File: src/rtl/hp_au_pkg.sv
// Package for the hybrid-precision arithmetic unit: op encodings, FSM states
// and a small digit-validity helper shared by the datapath.
package hp_au_pkg;

   localparam int unsigned DIGIT_W = 4;

   localparam logic [1:0] OP_BIN_ADD = 2'b00;
   localparam logic [1:0] OP_BIN_SUB = 2'b01;
   localparam logic [1:0] OP_BCD_ADD = 2'b10;
   localparam logic [1:0] OP_BCD_SUB = 2'b11;

   typedef enum logic [1:0] {
      ST_IDLE = 2'd0,
      ST_EXEC = 2'd1,
      ST_DONE = 2'd2
   } state_e;

   // A packed-BCD nibble above 9 is not a decimal digit.
   function automatic logic digit_bad(input logic [DIGIT_W-1:0] d);
      return d > 4'd9;
   endfunction

endpackage

File: src/rtl/bcd_adder_core.sv
// One-digit BCD adder with decimal carry in/out.
// Ports: a_i, b_i (digits), cin (carry in) -> sum (digit), cout_bcd (decimal carry).
module bcd_adder_core (
   input  logic [3:0] a_i,
   input  logic [3:0] b_i,
   input  logic       cin,
   output logic [3:0] sum,
   output logic       cout_bcd
);

   logic [4:0] raw;

   // Binary sum, then +6 correction when the digit overflows past 9.
   always_comb begin
      raw      = 5'(a_i) + 5'(b_i) + 5'(cin);
      cout_bcd = raw > 5'd9;
      sum      = cout_bcd ? 4'(raw[3:0] + 4'd6) : raw[3:0];
   end

endmodule

File: src/rtl/hp_au_seq.sv
// Sequential hybrid-precision arithmetic unit: single-cycle binary add/sub over
// the full word, digit-serial packed-BCD add (one digit per cycle).
// Macro HP_AU_BCD_SUB_EN enables BCD subtract (sel=11) via tens complement;
// without it sel=11 returns zero in one cycle.
// Ports: clk, rst_n; in_valid/in_ready + a, b, sel (operand handshake);
//        out_valid/out_ready + result, cout, zero, bcd_err (result handshake); busy.
module hp_au_seq
   import hp_au_pkg::*;
#(
   parameter int unsigned DIGITS = 4
) (
   input  logic                  clk,
   input  logic                  rst_n,
   input  logic                  in_valid,
   output logic                  in_ready,
   input  logic [4*DIGITS-1:0]   a,
   input  logic [4*DIGITS-1:0]   b,
   input  logic [1:0]            sel,
   output logic                  out_valid,
   input  logic                  out_ready,
   output logic [4*DIGITS-1:0]   result,
   output logic                  cout,
   output logic                  zero,
   output logic                  bcd_err,
   output logic                  busy
);

   localparam int unsigned W  = 4 * DIGITS;
   localparam int unsigned IW = $clog2(DIGITS) + 1;
   localparam logic [IW-1:0] LAST_IDX = IW'(DIGITS - 1);

   state_e         state_q, state_d;
   logic [W-1:0]   a_q, a_d, b_q, b_d, acc_q, acc_d, result_q, result_d;
   logic [1:0]     sel_q, sel_d;
   logic [IW-1:0]  idx_q, idx_d;
   logic           carry_q, carry_d, err_q, err_d;
   logic           cout_q, cout_d, zero_q, zero_d, bcd_err_q, bcd_err_d;
   logic           in_ready_q, in_ready_d, out_valid_q, out_valid_d, busy_q, busy_d;

   logic [3:0]     a_dig, b_dig, b_core, dsum;
   logic           dcarry, is_sub;
   logic [W-1:0]   bin_b;
   logic [W:0]     bin_sum;

   // Select the current digit pair by index; no shifting of the operands.
   always_comb begin
      a_dig = '0;
      b_dig = '0;
      for (int i = 0; i < DIGITS; i++) begin
         if (idx_q == IW'(i)) begin
            a_dig = a_q[4*i +: 4];
            b_dig = b_q[4*i +: 4];
         end
      end
   end

   // Nines-complement of B in front of the adder for BCD subtract.
   always_comb begin
`ifdef HP_AU_BCD_SUB_EN
      is_sub = (sel_q == OP_BCD_SUB);
      b_core = is_sub ? 4'(4'd9 - b_dig) : b_dig;
`else
      is_sub = 1'b0;
      b_core = b_dig;
`endif
   end

   bcd_adder_core u_core (
      .a_i      (a_dig),
      .b_i      (b_core),
      .cin      (carry_q),
      .sum      (dsum),
      .cout_bcd (dcarry)
   );

   // Binary path: subtract is A + ~B + 1; carry inverted to give borrow.
   always_comb begin
      bin_b   = sel_q[0] ? ~b_q : b_q;
      bin_sum = {1'b0, a_q} + {1'b0, bin_b} + (W+1)'(sel_q[0]);
   end

   // Next-state and datapath update.
   always_comb begin
      state_d   = state_q;
      a_d       = a_q;
      b_d       = b_q;
      sel_d     = sel_q;
      idx_d     = idx_q;
      carry_d   = carry_q;
      err_d     = err_q;
      acc_d     = acc_q;
      result_d  = result_q;
      cout_d    = cout_q;
      zero_d    = zero_q;
      bcd_err_d = bcd_err_q;

      unique case (state_q)
         ST_IDLE: begin
            if (in_valid) begin
               a_d     = a;
               b_d     = b;
               sel_d   = sel;
               idx_d   = '0;
               err_d   = 1'b0;
               acc_d   = '0;
`ifdef HP_AU_BCD_SUB_EN
               carry_d = (sel == OP_BCD_SUB);
`else
               carry_d = 1'b0;
`endif
               state_d = ST_EXEC;
            end
         end
         ST_EXEC: begin
            if (!sel_q[1]) begin
               result_d  = bin_sum[W-1:0];
               cout_d    = sel_q[0] ? ~bin_sum[W] : bin_sum[W];
               zero_d    = (bin_sum[W-1:0] == '0);
               bcd_err_d = 1'b0;
               state_d   = ST_DONE;
            end
`ifndef HP_AU_BCD_SUB_EN
            else if (sel_q[0]) begin
               result_d  = '0;
               cout_d    = 1'b0;
               zero_d    = 1'b1;
               bcd_err_d = 1'b0;
               state_d   = ST_DONE;
            end
`endif
            else begin
               err_d   = err_q | digit_bad(a_dig) | digit_bad(b_dig);
               carry_d = dcarry;
               for (int i = 0; i < DIGITS; i++) begin
                  if (idx_q == IW'(i)) acc_d[4*i +: 4] = dsum;
               end
               if (idx_q == LAST_IDX) begin
                  result_d  = acc_d;
                  cout_d    = is_sub ? ~dcarry : dcarry;
                  zero_d    = (acc_d == '0);
                  bcd_err_d = err_d;
                  state_d   = ST_DONE;
               end else begin
                  idx_d = idx_q + IW'(1);
               end
            end
         end
         ST_DONE: begin
            if (out_ready) state_d = ST_IDLE;
         end
         default: state_d = ST_IDLE;
      endcase

      in_ready_d  = (state_d == ST_IDLE);
      out_valid_d = (state_d == ST_DONE);
      busy_d      = (state_d != ST_IDLE);
   end

   always_ff @(posedge clk or negedge rst_n) begin
      if (!rst_n) begin
         state_q     <= ST_IDLE;
         a_q         <= '0;
         b_q         <= '0;
         sel_q       <= '0;
         idx_q       <= '0;
         carry_q     <= 1'b0;
         err_q       <= 1'b0;
         acc_q       <= '0;
         result_q    <= '0;
         cout_q      <= 1'b0;
         zero_q      <= 1'b0;
         bcd_err_q   <= 1'b0;
         in_ready_q  <= 1'b0;
         out_valid_q <= 1'b0;
         busy_q      <= 1'b0;
      end else begin
         state_q     <= state_d;
         a_q         <= a_d;
         b_q         <= b_d;
         sel_q       <= sel_d;
         idx_q       <= idx_d;
         carry_q     <= carry_d;
         err_q       <= err_d;
         acc_q       <= acc_d;
         result_q    <= result_d;
         cout_q      <= cout_d;
         zero_q      <= zero_d;
         bcd_err_q   <= bcd_err_d;
         in_ready_q  <= in_ready_d;
         out_valid_q <= out_valid_d;
         busy_q      <= busy_d;
      end
   end

   assign in_ready  = in_ready_q;
   assign out_valid = out_valid_q;
   assign busy      = busy_q;
   assign result    = result_q;
   assign cout      = cout_q;
   assign zero      = zero_q;
   assign bcd_err   = bcd_err_q;

endmodule

File: config.mk
export PLATFORM = sky130hd
export DESIGN_NAME = hp_au_seq
export DESIGN_NICKNAME = d
export VERILOG_FILES = /design/src/rtl/hp_au_pkg.sv /design/src/rtl/bcd_adder_core.sv /design/src/rtl/hp_au_seq.sv
export SDC_FILE = /design/constraint.sdc
export NUM_CORES = 1
export LEC_CHECK = 0
export ABC_AREA = 1
export BUFFER_PORTS_ARGS = -buffer_cell sky130_fd_sc_hd__buf_4
export CELL_PAD_IN_SITES_DETAIL_PLACEMENT = 1
export CELL_PAD_IN_SITES_GLOBAL_PLACEMENT = 2
export CORE_MARGIN = 2
export CORE_UTILIZATION = 35
export CTS_BUF_LIST = sky130_fd_sc_hd__clkbuf_16
export CTS_CLUSTER_SIZE = 16
export DETAILED_ROUTE_END_ITERATION = 12
export PLACE_DENSITY_LB_ADDON = 0.1
export SLEW_MARGIN = 10
export SYNTH_ARGS = -nofsm -noshare
export SYNTH_HDL_FRONTEND = slang
export SYNTH_SLANG_ARGS = --single-unit
File: constraint.sdc
create_clock -name clk -period 8.3 [get_ports clk]
set_input_delay 0 -clock clk [delete_from_list [all_inputs] [get_ports clk]]
set_output_delay 0 -clock clk [all_outputs]
set_load 0.01 [all_outputs]
; ---- After elaboration in Yosys (flattened, before gate mapping)
; Index checks and enable logic that the tools add are counted.
[classes]
addsub = 6
mul = 0
div = 0
n_lt_le_gt_ge = 3
n_eq_ne = 11
shifts = 0
n_mux = 61
bitwise = 4
n_reduce_logical = 11
[ops]
columns = operator, count
row1 = 16-bit two-way mux, 7
row2 = 4-bit two-way mux, 25
row3 = 16-bit logical NOT, 2
row4 = 16-bit case mux with 2 select lines, 1
row5 = 16-bit by 16-bit adder with 17-bit output, 1
row6 = 17-bit by 1-bit adder with 17-bit output, 1
row7 = 16-bit inverter, 1
row8 = 1-bit two-way mux, 15
row9 = 3-bit two-way mux, 4
row10 = 2-bit two-way mux, 5
row11 = "4-bit greater-than comparator, second input constant", 2
row12 = "2-bit != test, second input constant", 4
row13 = "3-bit by 2-bit == test with 1-bit output, second input constant", 2
row14 = 2-bit case mux with 3 select lines, 1
row15 = 3-bit case mux with 2 select lines, 1
row16 = 4-bit by 4-bit adder with 5-bit output, 1
row17 = 5-bit by 1-bit adder with 5-bit output, 1
row18 = "5-bit by 4-bit greater-than comparator with 1-bit output, second input constant", 1
row19 = 5-bit AND reduction, 1
row20 = "4-bit by 3-bit adder with 4-bit output, second input constant", 1
row21 = "2-bit == test, second input constant", 2
row22 = 2-bit logical NOT, 2
row23 = 1-bit case mux with 2 select lines, 2
row24 = 2-bit AND reduction, 2
row25 = 9 further kinds, 11
[word_totals]
register_bits = 79
latchBits = 0
ramBits = 0
mem_bits_ro = 0
inputBits = 38
out_inout_bits = 22
wordCells = 111
n_memories = 0

; ---- Logic depth before layout (Yosys ltp)
; Gate-level depths: netlist of the first run.
[depth]
ltp_word = 17
ltp_mapped = 31
ltp_nobuf = 30

; ---- By module
; From an unflattened synthesis of the first run, not the netlist that was laid out.
[unflattened]
hier_cells = 654
area_unflattened_um2 = 5247.5
[modules_own_cells]
columns = mod, n_inst, cells_each, area_each_um2, seq_area_each_um2
row1 = hp_au_seq, 1, 609, 4948.5, 1976.9
row2 = bcd_adder_core, 1, 45, 299.0, 0.0

; ---- Least setup slack after synthesis of the first run
; No wires, ideal clock.
[synth_path]
path_type = flip-flop to flip-flop
start = register idx_q[0]
end = register result_q[2] (netlist: result[2])
setup_ps = 125
arrival_time_ps = 3429
required_time_ps = 8175
setup_slack_ps = 4746
path_stages_with_launch = 24
n_path_buf = 0
synth_period_minus_slack_ps = 3554
path_cell_list = dfrtp_1 -> inv_1 -> ha_1 -> inv_1 -> nor2_4 -> nand2_1 -> inv_2 -> nand2_1 -> a311oi_1 -> a21oi_1 -> fa_1 -> inv_1 -> fa_1 -> inv_1 -> ha_1 -> nand2_1 -> a21boi_2 -> nand2_2 -> nand3_1 -> nand3_1 -> nand2_1 -> inv_1 -> o22ai_1 -> mux2_2
[synth_between]
elab_chain_len = 16
elab_cells_between_ends = 26
cone_classes = add/sub (3) / order compare (1) / eq/ne (4) / mux (16) / reduce/logical (2)
[synth_rtl]
columns = element, line_no
row1 = "start, declared", hp_au_seq.sv:35  ; logic [IW-1:0] idx_q, idx_d;
row2 = "start signal, assigned", hp_au_seq.sv:181  ; idx_q <= idx_d;
row3 = 3-bit logical NOT, "hp_au_seq.sv:50, hp_au_seq.sv:135"
row4 = 4-bit two-way mux (4 in series), hp_au_seq.sv:50  ; if (idx_q == IW'(i)) begin
row5 = 4-bit by 4-bit adder with 5-bit output, bcd_adder_core.sv:15  ; raw = 5'(a_i) + 5'(b_i) + 5'(cin);
row6 = 5-bit by 1-bit adder with 5-bit output, bcd_adder_core.sv:15
row7 = 4-bit by 3-bit adder with 4-bit output or 5-bit by 4-bit greater-than comparator with 1-bit output (tied branches), "bcd_adder_core.sv:17, bcd_adder_core.sv:16"
row8 = 4-bit two-way mux, bcd_adder_core.sv:17  ; sum = cout_bcd ? 4'(raw[3:0] + 4'd6) : raw[3:0];
row9 = 4-bit two-way mux, hp_au_seq.sv:135  ; if (idx_q == IW'(i)) acc_d[4*i +: 4] = dsum;
row10 = 4-bit two-way mux, hp_au_seq.sv:123  ; else if (sel_q[0]) begin
row11 = 4-bit two-way mux, hp_au_seq.sv:115  ; if (!sel_q[1]) begin
row12 = 4-bit two-way mux, hp_au_seq.sv:97  ; unique case (state_q)
row13 = 16-bit two-way mux, hp_au_seq.sv:137  ; if (idx_q == LAST_IDX) begin
row14 = 16-bit two-way mux, hp_au_seq.sv:123
row15 = 16-bit two-way mux, hp_au_seq.sv:115
row16 = "end signal, assigned", hp_au_seq.sv:185  ; result_q <= result_d;
row17 = "end, declared", hp_au_seq.sv:33  ; logic [W-1:0] a_q, a_d, b_q, b_d, acc_q, acc_d, result_q, result_d;
; Several ways; a longest one is shown, not always the timed one. The select of a mux whose other input is x is not followed.
; A chain may end at the register's enable or synchronous reset.

; ---- Worst setup path in the final report of the first run
[layout_path]
start = register idx_q[2]
end = register zero_q (netlist: zero)
[layout_between]
elab_chain_len = 17
elab_cells_between_ends = 39
cone_classes = add/sub (3) / order compare (1) / eq/ne (4) / mux (28) / reduce/logical (3)
[layout_rtl]
columns = element, line_no
row1 = 3-bit logical NOT, "hp_au_seq.sv:50, hp_au_seq.sv:135"
row2 = 4-bit two-way mux (4 in series), hp_au_seq.sv:50
row3 = 4-bit by 4-bit adder with 5-bit output, bcd_adder_core.sv:15
row4 = 5-bit by 1-bit adder with 5-bit output, bcd_adder_core.sv:15
row5 = 4-bit by 3-bit adder with 4-bit output or 5-bit by 4-bit greater-than comparator with 1-bit output (tied branches), "bcd_adder_core.sv:17, bcd_adder_core.sv:16"
row6 = 4-bit two-way mux, bcd_adder_core.sv:17
row7 = 4-bit two-way mux, hp_au_seq.sv:135
row8 = 4-bit two-way mux, hp_au_seq.sv:123
row9 = 4-bit two-way mux, hp_au_seq.sv:115
row10 = 4-bit two-way mux, hp_au_seq.sv:97
row11 = 16-bit logical NOT, hp_au_seq.sv:140  ; zero_d = (acc_d == '0);
row12 = 1-bit two-way mux, hp_au_seq.sv:137
row13 = 1-bit two-way mux, hp_au_seq.sv:123
row14 = 1-bit two-way mux, hp_au_seq.sv:115
row15 = "end signal, assigned", hp_au_seq.sv:187  ; zero_q <= zero_d;
row16 = "end, declared", hp_au_seq.sv:37  ; logic cout_q, cout_d, zero_q, zero_d, bcd_err_q, bcd_err_d;
; Several ways; a longest one is shown, not always the timed one. The select of a mux whose other input is x is not followed.

==> results of run 1 <==
## cells by family (layout without fill, tap and decap cells)
family                     count (synthesis)  count (layout)  share of synthesized area [%]
DFF                                       79              79                           38.0
xor gates and xnor gates                  18              18                           3.03
AOI/OAI and AO/OA                        104             104                           11.8
and+or+nand+nor                          306             306                           26.0
muxes                                     32              32                           6.93
adders and majority gates                 27              27                           6.93
buffers and inverters                     87             179                           7.24
## metal layers
metal  vias to the layer above  share of wire (%)
li1                       2343                  -
met1                      2330                 50
met2                        60                 47
met3                        15                2.1
met4                         0                1.3
met5                         -                  0
## layout make-up
type	count	area (um^2)
fillers	1763	8150
multi-input cells	487	2850
flip-flops and latches	79	1980
repair buffers	97	818
inverters	67	251
well taps	184	230
clock buffers	9	225
clock inverters	6	37.5
## cell usage in the layout (no fill, tap or decap), drive strengths merged, types with 2 or more instances in the layout
cell type,count
nand3,67
o22ai,8
buf,61
fa,3
dfrtp,79
ha,24
nand3b,5
clkinvlp,2
clkbuf,9
clkinv,2
xor2,16
or2,6
nand2,174
inv,69
nand4,4
nor2,49
xnor2,2
o22a,3
a31oi,7
mux2,32
a21oi,29
o21ai,49
dlygate4sd3,36
o21bai,2
## per-stage QoR
step / hold WS, ps / instances / instance area [um^2] / util [%] / worst slack (ps)
2_1_floorplan: -296 / 653 / 5200 / - / 4750
3_3_place_gp: 209 / 878 / 5760 / 39.7 / 4150
3_5_place_dp: 226 / 878 / 5760 / 39.7 / 3950
4_1_cts: 393 / 929 / 6390 / 43.9 / 3880
5_1_grt: 422 / 929 / 6390 / 43.9 / 3420
6_report: 394 / 929 / 6390 / 43.9 / 3880
## registers in the layout, summed over array words and instances (netlist names), 2 cells and up
name,flops
acc_q,16
sel_q,2
idx_q,3
a_q,16
state_q,2
result,16
b_q,16
## worst max-delay path by stage
stage / slack (ps) / endpoint / cells after the start
after global placement: 4150 / zero$_DFFE_PN0P_ / 23
after global routing: 3420 / zero$_DFFE_PN0P_ / 23
final: 3880 / zero$_DFFE_PN0P_ / 23
after floorplan: 4750 / result[2]$_DFFE_PN0P_ / 23
after CTS: 3880 / zero$_DFFE_PN0P_ / 23
after detailed placement: 3950 / result[2]$_DFFE_PN0P_ / 19
## what timing repair did
item                                    CTS  global route
hold buffers                             36             0
hold endpoints to repair                115             0
endpoints found under the setup margin    0             0
==> results.yml, run 1 <==
status:
  status: "finished, final reports clean"
die:
  rows: 44
  start_util_pct: 35.8
  die_h_um: 126
  die_w_um: 126
  io_pins: 60
  core_area_um2: 14500
  die_area_um2: 15800
logic_synthesis:
  synth_edf_count: 0
  synthCells: 653
  ys.flop_type: "dfrtp_1"
  yosys_warnings: 0
  synth.top_cell.area_share_pct: 38.0
  syn_area_per_cell_um2: 7.96
  async_flop_share_pct: 100
  synth-seq-cells: 79
  seq_area_frac_synth_pct: 38.0
  yosysMostFrequentCell: "nand2_1"
  synth.distinct_cells: 42
  synth_nets: 718
  syn_area_um2: 5200
  synth_top_area_cell: "dfrtp_1"
  synthTopCellsByCount: "nand2_1, dfrtp_1, nand3_1"
  synth_area_leaders: "dfrtp_1, nand2_1, mux2_2"
placed_design:
  numPortBuffers: 59
  routabilityCongestion: 0.861
  hpwl_um: 12800
setup_path:
  worstPathMaxFanout: 16
  reg2reg_to: "zero$_DFFE_PN0P_"
  arrival_ps: 4710
  crit_top_cell: "nand2_1"
  r2r-start: "idx_q[2]$_DFFE_PN0P_"
  max_stage_delay_ps: 610
  path_cells: "inv_2 > ha_1 > inv_1 > nand3_1 > o21ai_0 > fa_1 > inv_1 > fa_1 > inv_1 > ha_1 > nand2_1 > a21boi_2 > nand2_2 > nand3_1 > nand3_1 > nand2_1 > nor2_1 > nand2_1 > nor2_1 > nand2_1 > nand2_1 > nand2_1 > nand2_1"
  cp.required_ps: 8600
  reg2reg_slack_ps: 3880
  path_delay_family: "adder cells"
  r2r_cells: 23
  critPathCaptureType: "flop"
  critPathLaunch: "idx_q[2]$_DFFE_PN0P_"
  start_kind: "flop"
  crit_path_top_delay_cell: "ha_1"
  critPathBufInv: 4
  crit_type: "reg -> reg"
global_routing:
  grt_use_met2_pct: 36.7
  overflow: 0
  grt_antenna_before_repair: 0
  grt_use_total_pct: 22.8
  grt_pass1_vias: 5029
  globalRoute.busiestLayer: "met2"
  use_met3_pct: 3.36
  grt_max_degree: 80
  grt_pass1_wl_um: 28000
  grtUsageMet1_pct: 32.7
clock_tree:
  cts_tree: "done"
  post_cts_buffers: 0
  clk_latency_ps: 350
  cts_sinks: 79
  root_buffer: "clkbuf_16"
  ctsHtreeMaxLevel: 3
  clk_path_buf_depth: 2
  cts_buffers: 9
  cts.repair.resized: 0
  cts.clk_slew.worst_paths_ps: 70
sta:
  finClkSkew_ps: 12.3
  tightest_slew_ps: 1230
  fin_crit_ps: 4420
  rsz0062_at_grt: "false"
  relSlewSlack_pct: 17.9
  hold_viol: 0
  slew_viol_final: 0
  fmax_ghz: 0.226
  fin_crit_sh_pct: 53.2
  finalSetupViolCount: 0
  final.setup.tns_ps: 0
drt:
  wl_per_cell_um: 18.6
  ant_nets: 0
  vias: 4748
  routed_wl_um: 17300
  via_per_inst: 5.11
  firstDrtPassIters: 4
  drt-initial-drc-count: 233
  drc_errors: 0
layout:
  drive_above_1_share_pct: 19.1
  n_antenna_cell: 0
  syn_to_final_growth_pct: 22.9
  final_nets: 806
run:
  maxCapViolCount: 0
min_path:
  hold_class: "in -> async"
Power of run 1 is not shown: default switching activity piles up to over one toggle a cycle in this logic, so the estimate is an artifact.
==> inputs of run 2 (changes only) <==
--- a/config.mk
+++ b/config.mk
@@ -10,7 +10,7 @@
 export CELL_PAD_IN_SITES_DETAIL_PLACEMENT = 1
 export CELL_PAD_IN_SITES_GLOBAL_PLACEMENT = 2
 export CORE_MARGIN = 2
-export CORE_UTILIZATION = 35
+export CORE_UTILIZATION = 32
 export CTS_BUF_LIST = sky130_fd_sc_hd__clkbuf_16
 export CTS_CLUSTER_SIZE = 16
 export DETAILED_ROUTE_END_ITERATION = 12
==> constraint.sdc (replaced) <==
create_clock -name clk -period 4 [get_ports clk]
set_input_delay 0 -clock clk [delete_from_list [all_inputs] [get_ports clk]]
set_output_delay 0 -clock clk [all_outputs]
set_load 0.01 [all_outputs]
==> results.yml, run 2 (same netlist as run 1, synthesis figures left out) <==
sta:
  setup_slack_ps: 260
  finalSetupViolCount: 0
  tightest_slew_ps: 1160
  hold_viol: 0
  fin_crit_sh_pct: 93.5
  slew_viol_final: 0
  finClkSkew_ps: 11.0
  fin_crit_ps: 3740
  relSlewSlack_pct: 22.6
  fmax_ghz: 0.267
setup_path:
  r2r-start: "idx_q[0]$_DFFE_PN0P_"
  critPathCaptureType: "flop"
  worstPathMaxFanout: 4
  critPathLaunch: "idx_q[0]$_DFFE_PN0P_"
  start_kind: "flop"
  crit_type: "reg -> reg"
  cp.required_ps: 4240
  arrival_ps: 3980
die:
  die_w_um: 131
  die_h_um: 131
  core_area_um2: 15900
  io_pins: 60
  die_area_um2: 17300
  start_util_pct: 32.7
  rows: 46
drt:
  wl_per_cell_um: 17.7
  drc_errors: 0
  drt-initial-drc-count: 188
  via_per_inst: 4.86
  ant_nets: 0
  wl_met1_um: 8630
  dr_wl_met2_um: 8100
  vias: 4775
  wl_met3_um: 549
  routed_wl_um: 17400
  firstDrtPassIters: 4
  top_layer_used: "met4"
run:
  maxCapViolCount: 0
clock_tree:
  root_buffer: "clkbuf_16"
  cts_sinks: 79
  clk_latency_ps: 350
  ctsHtreeMaxLevel: 3
  cts_buffers: 9
  clk_path_buf_depth: 2
  cts_tree: "done"
  cts.clk_slew.worst_paths_ps: 70
status:
  status: "finished, final reports clean"
layout:
  syn_to_final_growth_pct: 29.1
  n_antenna_cell: 0
  layout_commonest_cell: "nand2_1"
  mostFrequentLayoutCells: "nand2_1, buf_4, dfrtp_1, nand3_1, inv_1"
  final_cells: 982
  drive_above_1_share_pct: 24.4
  fin_area_um2: 6710
  final_nets: 826
global_routing:
  grt_pass1_wl_um: 28300
  grt_use_total_pct: 21.0
  grt_pass1_vias: 5088
  overflow: 0
  grt_antenna_before_repair: 0
  grt_max_degree: 80
placed_design:
  routabilityCongestion: 0.872
  numPortBuffers: 59
  hpwl_um: 13400
  dp.cells: 920
  pre_cts_slack_ps: -84.6
  dpl_cell_area_um2: 5880
min_path:
  hold_class: "in -> async"
## run 2: cell type report
| type | instances | area (um^2) |
|---|---|---|
| sequential | 79 | 1980 |
| multi-input combinational | 487 | 2950 |
| timing repair buffer | 117 | 981 |
| clock inverter | 7 | 55.1 |
| fill | 1888 | 9170 |
| tap | 216 | 270 |
| clock buffer | 9 | 225 |
| inverter | 67 | 256 |
## run 2: worst paths after layout
kind | slack, ps | end | cells past startpoint
setup / recovery | 260 | result[2]$_DFFE_PN0P_ | 23
hold / removal | 390 | a_q[4]$_DFFE_PN0P_ | 2
setup reg to reg | 260 | result[2]$_DFFE_PN0P_ | 23
hold reg to reg | 490 | result[9]$_DFFE_PN0P_ | 2
max in group asynchronous | 2920 | acc_q[4]$_DFFE_PN0P_ | 2
min in group clk | 390 | out_valid$_DFF_PN0_ | 3
## run 2: timing repair
item / 4_1_cts / 5_1_grt
endpoints found under the setup margin: 7 / 26
resized for setup: 1 / 32
pin swaps: 1 / 7
hold endpoints to repair: 115 / 0
hold buffers: 36 / 0
buffers inserted: 1 / 9
## run 2: per-layer routing
metal | up-vias | track usage (%)
li1 | 2379 | -
met1 | 2331 | 30.1
met2 | 57 | 33.7
met3 | 8 | 3.01
met4 | 0 | 4.59
met5 | - | 0
## run 2: worst max-delay path, stage by stage (launching register included)
cell	delay, ps
dfrtp_1	400
inv_2	90
ha_1	150
inv_1	60
nor2_4	110
nand2_2	80
inv_2	60
nand2_1	60
a311oi_2	300
a21oi_2	70
fa_2	360
inv_2	80
fa_2	460
inv_2	120
ha_4	150
nand2_1	40
a21boi_2	150
nand2_2	140
nand3_2	130
nand3_1	120
nand2_1	80
inv_1	80
o22ai_1	70
mux2_2	280
## run 2: through the flow
step	TNS, ps	hold WS [ps]	util [%]
2_1_floorplan	0	-296	-
3_3_place_gp	0	207	37.0
3_5_place_dp	-275	209	37.0
4_1_cts	0	386	41.1
5_1_grt	-22.0	423	42.2
6_report	0	390	42.2
Power of run 2 is left out for the same reason.
==> inputs of run 3 (changes only) <==
--- a/config.mk
+++ b/config.mk
@@ -9,6 +9,7 @@
 export BUFFER_PORTS_ARGS = -buffer_cell sky130_fd_sc_hd__buf_4
 export CELL_PAD_IN_SITES_DETAIL_PLACEMENT = 1
 export CELL_PAD_IN_SITES_GLOBAL_PLACEMENT = 2
+export CORE_ASPECT_RATIO = 2
 export CORE_MARGIN = 2
 export CORE_UTILIZATION = 32
 export CTS_BUF_LIST = sky130_fd_sc_hd__clkbuf_16
==> results.yml, run 3 (same netlist as run 1, synthesis figures left out) <==
status:
  status: "finished, final reports clean"
clock_tree:
  cts_sinks: 79
  cts_buffers: 9
  ctsHtreeMaxLevel: 3
  root_buffer: "clkbuf_16"
  clk_path_buf_depth: 2
  cts_tree: "done"
  cts.clk_slew.worst_paths_ps: 70
  clk_latency_ps: 350
setup_path:
  critPathCaptureType: "flop"
  arrival_ps: 3980
  worstPathMaxFanout: 4
  cp.required_ps: 4230
  crit_type: "reg -> reg"
  start_kind: "flop"
  reg2reg_slack_ps: 250
layout:
  post-route-util_pct: 41.5
  multi_input_area_um2: 2920
  syn_to_final_growth_pct: 28.6
  regArea_um2: 1980
  layout_commonest_cell: "nand2_1"
  final_cells: 971
  drive_above_1_share_pct: 23.7
  final_nets: 827
  mostFrequentLayoutCells: "nand2_1, buf_4, dfrtp_1, nand3_1, inv_1"
  num-fill-cells: 1949
  n_antenna_cell: 0
placed_design:
  dp.cells: 917
  routabilityCongestion: 0.851
  hpwl_um: 13600
  pre_cts_slack_ps: 72.0
  numPortBuffers: 59
drt:
  via_per_inst: 4.96
  drt-initial-drc-count: 101
  vias: 4816
  drc_errors: 0
  routed_wl_um: 17300
  ant_nets: 0
  firstDrtPassIters: 4
  wl_per_cell_um: 17.8
sta:
  slew_viol_final: 0
  fin_crit_ps: 3750
  tightest_slew_ps: 650
  fmax_ghz: 0.267
  relSlewSlack_pct: 56.2
  setup_slack_ps: 249
  finClkSkew_ps: 10.2
  hold_viol: 0
  fin_crit_sh_pct: 93.8
  hold_slack_ps: 160
  finalSetupViolCount: 0
global_routing:
  grt_use_total_pct: 21.2
  grt_max_degree: 43
  overflow: 0
  grt_pass1_vias: 5139
  grt_antenna_before_repair: 0
  grt_pass1_wl_um: 27800
die:
  die_h_um: 184
  die_w_um: 94.1
  start_util_pct: 32.3
  core_area_um2: 16100
  io_pins: 60
  die_area_um2: 17300
  rows: 66
run:
  maxCapViolCount: 0
min_path:
  hold_class: "in -> async"
## run 3: cell count changes in the layout (fill, tap and decap cells not counted), moves of 2 or more
cell     previous run  this run
inv_1              58        60
nand2_1           151       155
nand2_2            17        14
inv_6               3         1
buf_4              80        82
## run 3: layout make-up
type / count / share of cell area (%)
Clock buffer: 9 / 3.37
Inverter: 67 / 3.84
Sequential cell: 79 / 29.6
Multi-Input combinational cell: 487 / 43.7
Timing Repair Buffer: 118 / 14.6
Clock inverter: 7 / 1.10
Tap cell: 204 / 3.82
## run 3: per-stage QoR
step,TNS [ps],cell area [um^2]
3_3_place_gp,0,5930
4_1_cts,0,6590
3_5_place_dp,0,5930
5_1_grt,-11.4,6690
6_report,0,6690
2_1_floorplan,0,5200
## run 3: final timing paths
kind | startpoint | to | cells after the start
worst max-delay path | idx_q[0]$_DFFE_PN0P_ | result[2]$_DFFE_PN0P_ | 22
worst min-delay path | rst_n | a_q[3]$_DFFE_PN0P_ | 2
worst max register to register | idx_q[0]$_DFFE_PN0P_ | result[2]$_DFFE_PN0P_ | 22
worst min register to register | result[9]$_DFFE_PN0P_ | result[9]$_DFFE_PN0P_ | 2
max in group asynchronous | rst_n | idx_q[0]$_DFFE_PN0P_ | 3
min in group clk | in_valid | a_q[0]$_DFFE_PN0P_ | 4
## run 3: per-layer routing
layer	wire, um	global-route usage, %	share of wire, %	vias to the layer above
met1	7520	25.9	44	2359
li1	-	-	-	2380
met5	0	0	0	-
met2	9050	38.0	52	60
met4	360	7.07	2.1	0
met3	328	2.70	1.9	17
## run 3: worst max-delay path, stage by stage, from the launching register on
cell      delay [ps]
dfrtp_2          420
buf_4            140
ha_4             160
inv_1             70
nand2_2           80
inv_2             60
nand2_1           50
a311oi_2         300
a21oi_2           80
fa_2             360
inv_2             80
fa_2             440
inv_1            100
ha_1             170
nand2_1           60
a21boi_2         160
nand2_2          120
nand3_2          110
nand3_1          120
nand2_1           80
inv_1             90
o22ai_1           90
mux2_2           290
## run 3: repair_timing
action | CTS | global route
gates resized for setup | 0 | 27
hold buffers | 36 | 0
endpoints found under the setup margin | 0 | 25
buffers inserted | 0 | 2
hold endpoints to repair | 73 | 0
Power of run 3 is left out for the same reason.
